## config.mk

```make
export PLATFORM = sky130hd
export DESIGN_NAME = apb_rm_arbiter
export DESIGN_NICKNAME = d
export VERILOG_FILES = /design/src/rtl/rm_arb_pkg.sv /design/src/rtl/rr_arbiter2.sv /design/src/rtl/apb_rm_arbiter.sv
export SDC_FILE = /design/constraint.sdc
export NUM_CORES = 1
export LEC_CHECK = 0
export ABC_AREA = 1
export ABC_CLOCK_PERIOD_IN_PS = 1870
export CAP_MARGIN = 10
export CORE_MARGIN = 3
export CORE_UTILIZATION = 40
export CTS_CLUSTER_SIZE = 25
export DETAILED_ROUTE_END_ITERATION = 8
export PLACE_DENSITY_LB_ADDON = 0.15
export SETUP_SLACK_MARGIN = 0.3
export SYNTH_ARGS = -nofsm -noshare
export SYNTH_HDL_FRONTEND = slang
export SYNTH_SLANG_ARGS = --single-unit
```

## constraint.sdc

```tcl
create_clock -name clk -period 1.87 [get_ports clk]
set_input_delay 0.561 -clock clk [delete_from_list [all_inputs] [get_ports clk]]
set_output_delay 0.561 -clock clk [all_outputs]
set_load 0.01 [all_outputs]
```

## src/rtl/rm_arb_pkg.sv

```systemverilog
//------------------------------------------------------------------------------
// Module : rm_arb_pkg
// Brief  : Shared types and defaults for the register-map APB arbiter.
// Rev    : 1.0
//------------------------------------------------------------------------------
`default_nettype none

package rm_arb_pkg;

  typedef enum logic [1:0] {
    IDLE   = 2'd0,
    SETUP  = 2'd1,
    ACCESS = 2'd2
  } state_e;

  localparam int RM_ADDR_W  = 20;
  localparam int RM_DATA_W  = 16;
  localparam int RM_TIMEOUT = 255;

  localparam logic PORT_SPI    = 1'b0;
  localparam logic PORT_CRYPTO = 1'b1;

endpackage

`default_nettype wire

```

## src/rtl/rr_arbiter2.sv

```systemverilog
//------------------------------------------------------------------------------
// Module : rr_arbiter2
// Brief  : Two-input round-robin grant with a last-grant pointer.
// Rev    : 1.0
//------------------------------------------------------------------------------
`default_nettype none

module rr_arbiter2
  import rm_arb_pkg::*;
(
  input  logic       clk,
  input  logic       rst_n,
  input  logic [1:0] valid,
  input  logic       update,
  output logic [1:0] grant
);

  logic r_last_grant;

  // Contention goes to the port that was not served last.
  always_comb begin
    grant = valid;
    if (valid == 2'b11) begin
      grant = (r_last_grant == PORT_SPI) ? 2'b10 : 2'b01;
    end
  end

  always_ff @(posedge clk or negedge rst_n) begin
    if (!rst_n) begin
      r_last_grant <= PORT_CRYPTO;
    end else if (update && (grant != 2'b00)) begin
      r_last_grant <= grant[1];
    end
  end

endmodule

`default_nettype wire

```

## src/rtl/apb_rm_arbiter.sv

```systemverilog
//------------------------------------------------------------------------------
// Module : apb_rm_arbiter
// Brief  : Two-port APB master arbiter (SPI bridge / crypto) with timeout.
// Rev    : 1.0
//------------------------------------------------------------------------------
`default_nettype none

module apb_rm_arbiter
  import rm_arb_pkg::*;
#(
  parameter int ADDR_W  = RM_ADDR_W,
  parameter int DATA_W  = RM_DATA_W,
  parameter int TIMEOUT = RM_TIMEOUT
) (
  input  logic              clk,
  input  logic              rst_n,
  input  logic              s0_valid,
  input  logic              s0_write,
  input  logic [ADDR_W-1:0] s0_addr,
  input  logic [DATA_W-1:0] s0_wdata,
  output logic              s0_ready,
  output logic              s0_rvalid,
  output logic [DATA_W-1:0] s0_rdata,
  output logic              s0_err,
  input  logic              s1_valid,
  input  logic              s1_write,
  input  logic [ADDR_W-1:0] s1_addr,
  input  logic [DATA_W-1:0] s1_wdata,
  output logic              s1_ready,
  output logic              s1_rvalid,
  output logic [DATA_W-1:0] s1_rdata,
  output logic              s1_err,
  output logic              psel,
  output logic              penable,
  output logic              pwrite,
  output logic [ADDR_W-1:0] paddr,
  output logic [DATA_W-1:0] pwdata,
  input  logic [DATA_W-1:0] prdata,
  input  logic              pready,
  input  logic              pslverr,
  output logic              busy
);

  localparam int CNT_W = $clog2(TIMEOUT + 1);

  state_e            r_state;
  state_e            w_state_next;
  logic              r_port;
  logic [CNT_W-1:0]  r_wait;
  logic [CNT_W-1:0]  w_wait_next;

  logic [1:0]        w_valid;
  logic [1:0]        w_grant;
  logic              w_grant_en;
  logic              w_gnt_port;
  logic              w_req_write;
  logic [ADDR_W-1:0] w_req_addr;
  logic [DATA_W-1:0] w_req_wdata;
  logic              w_timeout;
  logic              w_done;

  logic              r_psel, w_psel;
  logic              r_penable, w_penable;
  logic              r_pwrite, w_pwrite;
  logic [ADDR_W-1:0] r_paddr, w_paddr;
  logic [DATA_W-1:0] r_pwdata, w_pwdata;
  logic [1:0]        r_ready, w_ready;
  logic [1:0]        r_rvalid, w_rvalid;
  logic [1:0]        r_err, w_err;
  logic [DATA_W-1:0] r_rdata [2];
  logic [DATA_W-1:0] w_rdata [2];
  logic              r_busy;

  assign w_valid    = {s1_valid, s0_valid};
  assign w_grant_en = (r_state == IDLE) && (w_valid != 2'b00);
  assign w_gnt_port = w_grant[1];

  assign w_req_write = w_gnt_port ? s1_write : s0_write;
  assign w_req_addr  = w_gnt_port ? s1_addr  : s0_addr;
  assign w_req_wdata = w_gnt_port ? s1_wdata : s0_wdata;

  // The TIMEOUT-th ACCESS cycle without pready aborts; pready still wins there.
  assign w_timeout = (r_wait == CNT_W'(TIMEOUT - 1));
  assign w_done    = (r_state == ACCESS) && (pready || w_timeout);

  rr_arbiter2 u_rr (
    .clk    (clk),
    .rst_n  (rst_n),
    .valid  (w_valid),
    .update (w_grant_en),
    .grant  (w_grant)
  );

  always_ff @(posedge clk or negedge rst_n) begin
    if (!rst_n) begin
      r_state <= IDLE;
    end else begin
      r_state <= w_state_next;
    end
  end

  always_comb begin
    w_state_next = r_state;
    case (r_state)
      IDLE:    if (w_grant_en) w_state_next = SETUP;
      SETUP:   w_state_next = ACCESS;
      ACCESS:  if (w_done) w_state_next = IDLE;
      default: w_state_next = IDLE;
    endcase
  end

  // Next values of every registered output, so all ports come straight off flops.
  always_comb begin
    w_psel      = 1'b0;
    w_penable   = 1'b0;
    w_pwrite    = 1'b0;
    w_paddr     = '0;
    w_pwdata    = '0;
    w_ready     = 2'b00;
    w_rvalid    = 2'b00;
    w_err       = 2'b00;
    w_rdata[0]  = '0;
    w_rdata[1]  = '0;
    w_wait_next = '0;
    case (r_state)
      IDLE: begin
        if (w_grant_en) begin
          w_psel              = 1'b1;
          w_ready[w_gnt_port] = 1'b1;
          w_pwrite            = w_req_write;
          w_paddr             = w_req_addr;
          w_pwdata            = w_req_write ? w_req_wdata : '0;
        end
      end
      SETUP: begin
        w_psel    = 1'b1;
        w_penable = 1'b1;
        w_pwrite  = r_pwrite;
        w_paddr   = r_paddr;
        w_pwdata  = r_pwdata;
      end
      ACCESS: begin
        if (w_done) begin
          w_rvalid[r_port] = 1'b1;
          w_err[r_port]    = !pready || pslverr;
          w_rdata[r_port]  = (pready && !pslverr && !r_pwrite) ? prdata : '0;
        end else begin
          w_psel      = 1'b1;
          w_penable   = 1'b1;
          w_pwrite    = r_pwrite;
          w_paddr     = r_paddr;
          w_pwdata    = r_pwdata;
          w_wait_next = r_wait + 1'b1;
        end
      end
      default: ;
    endcase
  end

  always_ff @(posedge clk or negedge rst_n) begin
    if (!rst_n) begin
      r_port     <= PORT_SPI;
      r_wait     <= '0;
      r_psel     <= 1'b0;
      r_penable  <= 1'b0;
      r_pwrite   <= 1'b0;
      r_paddr    <= '0;
      r_pwdata   <= '0;
      r_ready    <= 2'b00;
      r_rvalid   <= 2'b00;
      r_err      <= 2'b00;
      r_rdata[0] <= '0;
      r_rdata[1] <= '0;
      r_busy     <= 1'b0;
    end else begin
      if (w_grant_en) begin
        r_port <= w_gnt_port;
      end
      r_wait     <= w_wait_next;
      r_psel     <= w_psel;
      r_penable  <= w_penable;
      r_pwrite   <= w_pwrite;
      r_paddr    <= w_paddr;
      r_pwdata   <= w_pwdata;
      r_ready    <= w_ready;
      r_rvalid   <= w_rvalid;
      r_err      <= w_err;
      r_rdata[0] <= w_rdata[0];
      r_rdata[1] <= w_rdata[1];
      r_busy     <= (w_state_next != IDLE);
    end
  end

  assign psel      = r_psel;
  assign penable   = r_penable;
  assign pwrite    = r_pwrite;
  assign paddr     = r_paddr;
  assign pwdata    = r_pwdata;
  assign s0_ready  = r_ready[0];
  assign s1_ready  = r_ready[1];
  assign s0_rvalid = r_rvalid[0];
  assign s1_rvalid = r_rvalid[1];
  assign s0_err    = r_err[0];
  assign s1_err    = r_err[1];
  assign s0_rdata  = r_rdata[0];
  assign s1_rdata  = r_rdata[1];
  assign busy      = r_busy;

endmodule

`default_nettype wire
```

==> flow_summary_export.csv <==
group,metric,value,unit
final_layout,area_delta_synth_final,57.2,%
clocking,cts_made_buffers,9,
routing,drtIter0Drc,161,
setup_path,arrival,1840,ps
yosys,synth_common_cells,"nand2_1, dfrtp_1, nand3_1, nor3_1",
floorplanning,rows,36,
yosys,synth_top_area_cell,"dfrtp_1",
sta,final-setup-viol-count,0,
sta,fmax,636,MHz
yosys,synth.top_cells.by_area,"dfrtp_1, nand2_1, nand3_1, nor3_1, ha_1",
run_status,outcome,"completed",
yosys,ys_warn_count,0,
floorplanning,die_y,107,microns
clocking,cts_max_path_buffers,2,
global_routing,grt_pass1_vias,3804,
yosys,synth_edf_count,0,
final_layout,final_net_count,773,
sta,hold_viol_final,0,
power,ir_drop,0.667,mV
sta,clock_skew,18.0,ps
floorplanning,fp.dieArea,11400,sq um
global_routing,antenna_found_initial,0,
sta,slew_viol_final,0,
sta,period_needed,1570,ps
clocking,root_buffer,"clkbuf_8",
yosys,ys.flop_type,"dfrtp_1",
clocking,holdBufCountCts,0,
routing,routedWlPerCell,14.7,microns
global_routing,track_usage,0.206,
global_routing,grt_max_degree,46,
setup_path,path_class,"in -> reg",
power,p_per_area,1210,nW/um^2
sta,fin_ws,297,ps
global_routing,grt_pass1_wl,18.7,mm
routing,drt-pass1-iter-count,4,
yosys,syn_nets,572,
placement,place.gp.congestion,0.795,
clocking,cts_tree,"built",
global_routing,gr-total-overflow,0,
sta,period_share,0.841,
floorplanning,ioPinCount,174,
power,p_leak,3.18,nW
clocking,htree_levels,3,
routing,via_per_inst,4.83,
yosys,yosysMostFrequentCell,"nand2_1",
yosys,syn_inst,470,
routing,detail_route.wirelength,11.9,mm
job,maxCapViolCount,0,
yosys,post_synth.cell_area_avg,8.61,sq um
setup_path,crit_fanout,8,
final_layout,diodes,0,
floorplanning,die_x,107,microns
placement,io_buffers,173,
yosys,synth.distinct_cells,29,
yosys,synth_seq_cells,90,
placement,place_hpwl,7.78,mm
final_layout,drive_above_1_share,0.260,
sta,relSlewSlack,0.533,
clocking,clock_latency,360,ps
power,power,7.73,mW
sta,rsz0062_at_grt,"true",
clocking,numClockSinks,90,
floorplanning,initial_core_util,0.412,
routing,drc,0,
yosys,netlist_area,4050,sq um
sta,tightest_slew,696,ps
yosys,ys_seq_area_frac,0.557,
setup_path,required,2140,ps
setup_path,start_kind,"input pin",
clocking,path_clk_slew,110,ps
setup_path,critPathCaptureType,"flop",
floorplanning,core,9820,sq um
routing,vias,3904,
worst_hold_path,hold_class,"in -> async",
placement,place_ws,-300,ps
final_layout,fin_util,0.648,
yosys,async_flop_share,1.00,
routing,drtAntennaViolNets,0,
yosys,netlist.area_leader.share,0.550,
-- flip-flops by register name, indices dropped and copies added (netlist names), 2 cells and up --
signal    flops
r_rvalid      2
s1_rdata     16
s0_rdata     16
r_wait        8
pwdata       16
r_err         2
r_ready       2
paddr        20
r_state       2
-- final cells by class --
type / instances / area (sq um)
inverters: 19 / 80.1
well taps: 133 / 166
flip-flops and latches: 90 / 2250
fillers: 889 / 3460
clock buffers: 9 / 124
clock inverters: 7 / 70.1
multi-input cells: 336 / 1730
repair buffers: 215 / 1940
-- final timing paths --
kind | depth (start not counted) | endpoint | startpoint | slack, ps
max | 7 | s0_rdata[5]$_DFF_PN0_ | pslverr | 300
min | 1 | paddr[12]$_DFFE_PN0N_ | rst_n | 120
max reg2reg | 10 | pwdata[4]$_DFFE_PN0N_ | r_wait[0]$_DFF_PN0_ | 360
min reg2reg | 2 | paddr[19]$_DFFE_PN0N_ | paddr[19]$_DFFE_PN0N_ | 490
max in group asynchronous | 2 | paddr[18]$_DFFE_PN0N_ | rst_n | 1140
min in group clk | 2 | paddr[19]$_DFFE_PN0N_ | paddr[19]$_DFFE_PN0N_ | 490
-- metal layers --
layer / vias to the layer above / share of wire / GRT usage
met5: - / 0 / 0
met4: 0 / 0.012 / 0.0466
met3: 12 / 0.076 / 0.0536
met2: 134 / 0.48 / 0.335
met1: 1853 / 0.43 / 0.279
li1: 1905 / - / -
-- cells in the final DEF (no fill, tap or decap), drive strengths merged, types with 3 or more instances in the layout --
cell and count:
a21oi 3, buf 52, clkbuf 64, clkdlybuf4s15 13, clkdlybuf4s50 91, clkinv 6
dfrtp 89, dlygate4sd2 3, ha 6, inv 19, nand2 190, nand3 58
nor2 19, nor3 34, o21ai 20
-- stage by stage --
stage / TNS [ps] / hold WS [ps] / instance area, sq um / instances
after floorplan: 0 / 265 / 4050 / 470
after global placement: -9300 / 464 / 6010 / 767
after detailed placement: -12200 / 464 / 6010 / 767
after CTS: 0 / 135 / 6460 / 800
after global routing: 0 / 139 / 6360 / 809
final: 0 / 124 / 6360 / 809
-- repair_timing --
item                       in CTS  in global routing
setup endpoints to repair     148                142
pin swaps                       5                 12
gates resized for setup       185                105
gates cloned                    4                  2
buffers inserted               13                  7
-- worst max-delay path: stages --
cell and delay [ps]:
clkdlybuf4s50_1 400, or2_4 270, nor2_4 100, buf_6 110
buf_12 110, nand2_1 60, nor3_1 230
-- kinds of logic after synthesis --
family	Yosys count	synth area share
DFF	90	0.557
AOI/OAI and AO/OA	25	0.0328
xor gates and xnor gates	3	0.00649
adders and majority gates	6	0.0185
buffers and inverters	46	0.0621
and+or+nand+nor	300	0.324
-- where the power goes --
part / internal (mW) / switching, mW / leakage (nW)
clock: 0.518 / 0.773 / 0.0951
combinational: 1.68 / 2.13 / 1.87
sequential: 2.39 / 0.235 / 1.22
Power figures use the tool's default switching activity.
